### config.mk
export PLATFORM = sky130hd
export DESIGN_NAME = div_multicycle
export DESIGN_NICKNAME = d
export VERILOG_FILES = /design/src/rtl/div_multicycle.sv
export SDC_FILE = /design/constraint.sdc
export NUM_CORES = 1
export LEC_CHECK = 0
export ABC_AREA = 1
export CAP_MARGIN = 30
export CORE_AREA = 8 8 192 194
export CTS_BUF_LIST = sky130_fd_sc_hd__clkbuf_8
export DETAILED_ROUTE_END_ITERATION = 8
export DIE_AREA = 0 0 200 202
export GPL_TIMING_DRIVEN = 0
export SYNTH_ARGS = -nofsm -noshare
export SYNTH_HDL_FRONTEND = slang
export SYNTH_SLANG_ARGS = --single-unit
### constraint.sdc
create_clock -name clk -period 2.84 [get_ports clk]
set_clock_uncertainty 0.15 [all_clocks]
set_input_delay 0.71 -clock clk [delete_from_list [all_inputs] [get_ports clk]]
set_output_delay 0.71 -clock clk [all_outputs]
set_load 0.05 [all_outputs]
### src/rtl/div_multicycle.sv
// div_multicycle: radix-2 restoring divider, one quotient bit per clock, signed/unsigned, busy/done handshake
module div_multicycle #(
    parameter int WIDTH = 32
) (
    input  logic             clk,
    input  logic             reset,
    input  logic             start,
    input  logic             is_signed,
    input  logic [WIDTH-1:0] dividendo,
    input  logic [WIDTH-1:0] divisor,
    output logic             busy,
    output logic             done,
    output logic             divzero,
    output logic [WIDTH-1:0] Hi,
    output logic [WIDTH-1:0] Lo
);
    localparam int CW = $clog2(WIDTH + 1);
    typedef enum logic [1:0] {IDLE, RUN, FIX} state_t;
    state_t           state_q, state_d;
    logic [CW-1:0]    cnt_q, cnt_d;
    logic [WIDTH-1:0] rem_q, rem_d, quo_q, quo_d, dvs_q, dvs_d, hi_q, hi_d, lo_q, lo_d;
    logic             qneg_q, qneg_d, rneg_q, rneg_d, busy_q, busy_d, done_q, done_d;
    logic             divzero_q, divzero_d, dzp_q, dzp_d;
    logic [WIDTH:0]   shifted, diff;
    logic [WIDTH-1:0] mag_a, mag_b;
    always_comb begin
        state_d   = state_q;
        cnt_d     = cnt_q;
        rem_d     = rem_q;
        quo_d     = quo_q;
        dvs_d     = dvs_q;
        qneg_d    = qneg_q;
        rneg_d    = rneg_q;
        busy_d    = busy_q;
        divzero_d = divzero_q;
        hi_d      = hi_q;
        lo_d      = lo_q;
        dzp_d     = 1'b0;
        done_d    = dzp_q;
        mag_a     = (is_signed && dividendo[WIDTH-1]) ? -dividendo : dividendo;
        mag_b     = (is_signed && divisor[WIDTH-1]) ? -divisor : divisor;
        shifted   = {rem_q, quo_q[WIDTH-1]};
        diff      = shifted - {1'b0, dvs_q};
        case (state_q)
            IDLE: if (start) begin
                qneg_d = is_signed & (dividendo[WIDTH-1] ^ divisor[WIDTH-1]);
                rneg_d = is_signed & dividendo[WIDTH-1];
                quo_d  = mag_a;
                dvs_d  = mag_b;
                rem_d  = '0;
                if (divisor == '0) begin
                    divzero_d = 1'b1;
                    dzp_d     = 1'b1;
                end else begin
                    divzero_d = 1'b0;
                    busy_d    = 1'b1;
                    cnt_d     = CW'(WIDTH);
                    state_d   = RUN;
                end
            end
            RUN: begin
                // a borrow out of the trial subtraction means restore and shift in 0
                rem_d = diff[WIDTH] ? shifted[WIDTH-1:0] : diff[WIDTH-1:0];
                quo_d = {quo_q[WIDTH-2:0], ~diff[WIDTH]};
                cnt_d = cnt_q - CW'(1);
                if (cnt_q == CW'(1)) state_d = FIX;
            end
            FIX: begin
                lo_d    = qneg_q ? -quo_q : quo_q;
                hi_d    = rneg_q ? -rem_q : rem_q;
                busy_d  = 1'b0;
                done_d  = 1'b1;
                state_d = IDLE;
            end
            default: state_d = IDLE;
        endcase
    end
    always_ff @(posedge clk) begin
        if (!reset) begin
            state_q   <= IDLE;
            cnt_q     <= '0;
            rem_q     <= '0;
            quo_q     <= '0;
            dvs_q     <= '0;
            qneg_q    <= 1'b0;
            rneg_q    <= 1'b0;
            busy_q    <= 1'b0;
            done_q    <= 1'b0;
            divzero_q <= 1'b0;
            dzp_q     <= 1'b0;
            hi_q      <= '0;
            lo_q      <= '0;
        end else begin
            state_q   <= state_d;
            cnt_q     <= cnt_d;
            rem_q     <= rem_d;
            quo_q     <= quo_d;
            dvs_q     <= dvs_d;
            qneg_q    <= qneg_d;
            rneg_q    <= rneg_d;
            busy_q    <= busy_d;
            done_q    <= done_d;
            divzero_q <= divzero_d;
            dzp_q     <= dzp_d;
            hi_q      <= hi_d;
            lo_q      <= lo_d;
        end
    end
    assign busy    = busy_q;
    assign done    = done_q;
    assign divzero = divzero_q;
    assign Hi      = hi_q;
    assign Lo      = lo_q;
endmodule
# Word level (Yosys, flattened, before mapping)
# Cells that the tools add are included.
# word_totals
regBits	174
# classes
n_eq_ne	6
n_reduce_logical	12
bitwise	4
mux	21
n_addsub	6
# op_table
op	count
2-to-1 mux 32 bit	7
negation 32 bit	4
case mux 32 bit (2 select lines)	2
subtractor 33 x 32 -> 33 bit	1
zero test 32 bit	1
2-to-1 mux 6 bit	2
case mux 6 bit (2 select lines)	1
AND reduction 3 bit	4
equality test 6 x 1 -> 1 bit, second input constant	1
2-to-1 mux 2 bit	3
!= test 2 bit, second input constant	3
subtractor 6 x 1 -> 6 bit, second input constant	1
2-to-1 mux 1 bit	4
case mux 2 bit (2 select lines)	1
AND reduction 2 bit	2
nonzero test 2 bit	2
bitwise AND 1 bit	2
equality test 2 x 1 -> 1 bit, second input constant	1
equality test 2 bit, second input constant	1
logical AND 1 bit	2
zero test 2 bit	1
case mux 1 bit (2 select lines)	1
inverter 1 bit	1
XOR 1 bit	1

# Logic depth before layout (Yosys ltp)
# logic_depth
word_depth	4
depth_mapped	18
mapped_depth_nobuf	17

# Least setup slack after synthesis
# Ideal clock, no wire load.
# synth_path
kind	reg-to-reg
startpoint	reg quo_q[31]
endpoint	reg rem_q[19]
t_required_ns	2.547
setup_ns	0.143
synth_period_minus_slack_ns	2.404
path_slack_ns	0.436
arrival_time_ns	2.111
stages_incl_launch_ff	19
cell_sequence	dfxtp_1 -> inv_1 -> ha_1 -> fa_1 -> inv_1 -> nand2_1 -> nand2_2 -> nand3_2 -> nand2_4 -> nand2_4 -> nand2_4 -> nand2_4 -> nand2_4 -> nand2_8 -> nand2_8 -> buf_12 -> nand2_4 -> nand3_2 -> a21oi_2
# synth_via
elab_chain_len	3
# synth_rtl
element	line_no	rtl
start: declaration	21	logic [WIDTH-1:0] rem_q, rem_d, quo_q, quo_d, dvs_q, dvs_d, hi_q, hi_d, lo_q, lo_d;
start signal: assignment	97	quo_q <= quo_d;
subtractor 33 x 32 -> 33 bit	43	diff = shifted - {1'b0, dvs_q};
2-to-1 mux 32 bit	63	rem_d = diff[WIDTH] ? shifted[WIDTH-1:0] : diff[WIDTH-1:0];
case mux 32 bit (2 select lines)	44	case (state_q)
end signal: assignment	96	rem_q <= rem_d;
end: declaration	21	
# No other way between the ends.
# A chain may end at the register's enable or synchronous reset.

# Worst setup path after layout
# layout_path
startpoint	reg quo_q[31]
endpoint	reg rem_q[10]
# Same word-level chain as after synthesis.

==> results.yml <==
status:
  outcome: "finished, final reports clean"
cells_and_area:
  final_nets: 2345
  finalNonFillerCells: 2707
  fillCellCount: 3668
  fin_area_um2: 15400
  final_cell_mix: "nand2_1 (511), inv_1 (296), nor2_1 (217), dfxtp_1 (173), nand3_1 (142)"
  layout-drive-gt1-share: 0.0822
  final_common_cell: "nand2_1"
  syn_to_final_growth_pct: 18.3
drt:
  drc: 0
  routed_wl_um: 46900
  via_per_inst: 5.13
  ant_nets: 0
  drt_iter0_markers: 988
  num_vias: 13882
  first_pass_iters: 5
  wire_per_inst_um: 17.3
global_routing:
  grt_max_degree: 20
  grt_pass1_wl_um: 73000
  grt_pass1_vias: 13258
  overflow: 0
  antenna_found_initial: 2
  grtUsageTotal: 0.231
synthesis:
  synth-edff-count: 0
  muxShareOfSynthArea: 0
  synth-compound-area-share: 0.167
  synthAdderAreaFrac: 0.0382
  synth_top_area_cell: "dfxtp_1"
  ys_seq_area_frac: 0.268
  synth_cell_types: 57
  synth_fp_nets: 2190
  synth_seq_cells: 174
  yosys.area_share.simple: 0.365
  synth_area_um2: 13000
  synthTopCellsByArea: "dfxtp_1 (27%), nand2_1 (15%), inv_1 (8.6%), nor2_1 (6.3%), nand3_1 (5.5%)"
  synth_top_family_by_area: "simple AND/OR/NAND/NOR gates"
  synth_xor_area_frac: 0.0459
  synth_top_area_frac: 0.268
  yosys_most_used_dff: "dfxtp_1"
  yosys_warnings: 0
  syn_inst: 2083
  ys_async_sr_fraction: 0
  avgSynthCellArea_um2: 6.23
floorplan:
  die_w_um: 200
  io_pins: 135
  die_h_um: 202
  die_area_um2: 40400
  start_util: 0.383
  core_area_um2: 33900
  rows: 68
sta:
  tightest_slew_ns: 0.760
  setup_violations: 0
  timing.final.crit_share: 0.953
  setup_ws_ns: 0.134
  maxSlewHeadroom: 0.494
  hold_violations: 0
  max_clock_freq_mhz: 370
  whs_ns: 0.329
  slew_viol_final: 0
  finalCriticalPeriod_ns: 2.71
critical_path:
  endpoint: "rem_q[10]"
  worstSetupStartpointType: "flop"
  worst_path_max_delay_cell: "dfxtp_1"
  startpoint: "quo_q[31]"
  crit_fanout: 10
  rr_endpoint: "rem_q[10]"
  crit_type: "flop to flop"
  timing.rr.start: "quo_q[31]"
  path_cells: "inv_2, ha_2, fa_2, inv_2, nand2_1, nand2_2, nand3_2, nand2_4, nand2_4, nand2_4, nand2_4, nand2_4, nand2_8, nand2_8, buf_6, nand2_2, nand3_2, a21oi_2"
  path_common_cell: "nand2_4"
  regToRegSetupSlack_ns: 0.13
  endpoint_kind: "flop"
  max_stage_delay_ns: 0.39
  reg2regPathDepth: 18
  crit_required_ns: 3.04
  cp.arrival_ns: 2.91
power_and_ir_drop:
  pwr-share-comb: 0.619
  p_clk_frac: 0.144
  ir_worst_vdd_uv: 415
  switching_share: 0.530
  power_uw: 13000
  p_leak_uw: 0.00722
  seqPwrFrac: 0.237
  intPower_uw: 6110
  power_density_nw_per_um2: 846
  power.net_switching_uw: 6890
cts:
  ctsLongestPathBuffers: 2
  cts_tree: "yes"
  cts_root_buffer: "clkbuf_8"
  cts_buffers: 17
  clk_latency_ns: 0.49
  cts.sinks: 174
  clk_pin_slew_worst_paths_ns: 0.11
  cts-htree-levels: 4
min_path:
  min-delay-start: "dvs_q[31]"
  hold_depth: 2
  hp-class: "flop to flop"
place:
  dp_hpwl_um: 38800
  place.gp.congestion: 0.989
  post_dp_cell_area_um2: 14900
  dp_cells: 2671
  port_buffers: 133
  post-place-ws_ns: -0.491
flow_run:
  cap_violations: 0
## critical path: cells and delay by family (launching register included)
kind	cells	cell delay (ns)
compound gates	1	0.05
fa+ha+maj	2	0.59
buf+inv	3	0.35
flops	1	0.39
simple gates	12	1.01
## registers in the layout, indices dropped and copies added (netlist names), 2 cells and up
register	count
Lo	32
dvs_q	32
quo_q	32
Hi	32
state_q	2
rem_q	32
cnt_q	6
## final cells by class
cell class | instances | area, um^2 | area share
Clock buffer | 17 | 234 | 0.0152
Timing Repair Buffer | 136 | 1350 | 0.0881
Buffer | 73 | 334 | 0.0217
Sequential cell | 174 | 3480 | 0.227
Clock inverter | 15 | 195 | 0.0127
Inverter | 313 | 1170 | 0.0765
Antenna cell | 1 | 2.50 | 0.000163
Multi-Input combinational cell | 1523 | 8010 | 0.522
Tap cell | 455 | 569 | 0.0371
## routing by layer
layer,track usage,up-vias,share of wire
li1,-,7022,-
met1,0.300,6370,0.45
met2,0.383,430,0.47
met3,0.0427,60,0.057
met4,0.0707,0,0.024
met5,0,-,0
## metrics by stage
stage | util | setup TNS (ns)
floorplan | - | 0
global placement | 0.439 | -10.52
detailed placement | 0.439 | -12.03
CTS | 0.451 | 0
global route | 0.453 | -0.00910
finish | 0.453 | 0
## timing repair
action                     4_1_cts  5_1_grt
buffers inserted                 0        3
hold buffers                     0        0
setup endpoints to repair       23       38
pin swaps                        0        4
gates resized for setup          3        7
## logic make-up after synthesis
group | after synthesis
XOR/XNOR | 68
adder cells (fa/ha/maj) | 39
buffers and inverters | 386
flip-flops | 174
AND/OR/NAND/NOR | 1039
AO/OA/AOI/OAI | 377
## power by group through the flow
stage,Clock [uW],Sequential [uW],Combinational [uW]
after floorplan,0,3140,5860
final,1870,3080,8050
after global routing,2010,3100,8980
after CTS,1900,3070,7950
after global placement,0,3120,7840
after detailed placement,0,3130,7910
## cells in the mapped netlist, types with 3 or more instances
master / n
o21ai_1: 11
buf_6: 3
a21oi_1: 140
xnor2_1: 17
or2_2: 5
nand2_4: 16
buf_2: 7
inv_1: 298
dfxtp_1: 174
clkbuf_1: 56
a22oi_1: 21
o21ai_0: 125
buf_1: 4
nor3_2: 5
o22ai_1: 16
nand4_1: 21
nor2_4: 5
a21oi_2: 22
nand3_2: 22
a31oi_1: 9
inv_2: 15
o221ai_1: 10
ha_1: 38
nor4_1: 9
o211ai_1: 6
xor2_1: 51
nor2_1: 218
nor3_1: 22
nand3b_1: 14
nor2_2: 7
nand2_1: 512
nand2_2: 26
o31ai_1: 3
nand3_1: 143
## worst min-delay path by stage
stage                      to  slack [ns]
floorplan                done        0.27
global placement    dvs_q[31]        0.31
detailed placement  dvs_q[31]        0.31
CTS                 dvs_q[31]        0.33
global route        dvs_q[31]        0.34
finish              dvs_q[31]        0.33
Power figures use the tool's default switching activity.
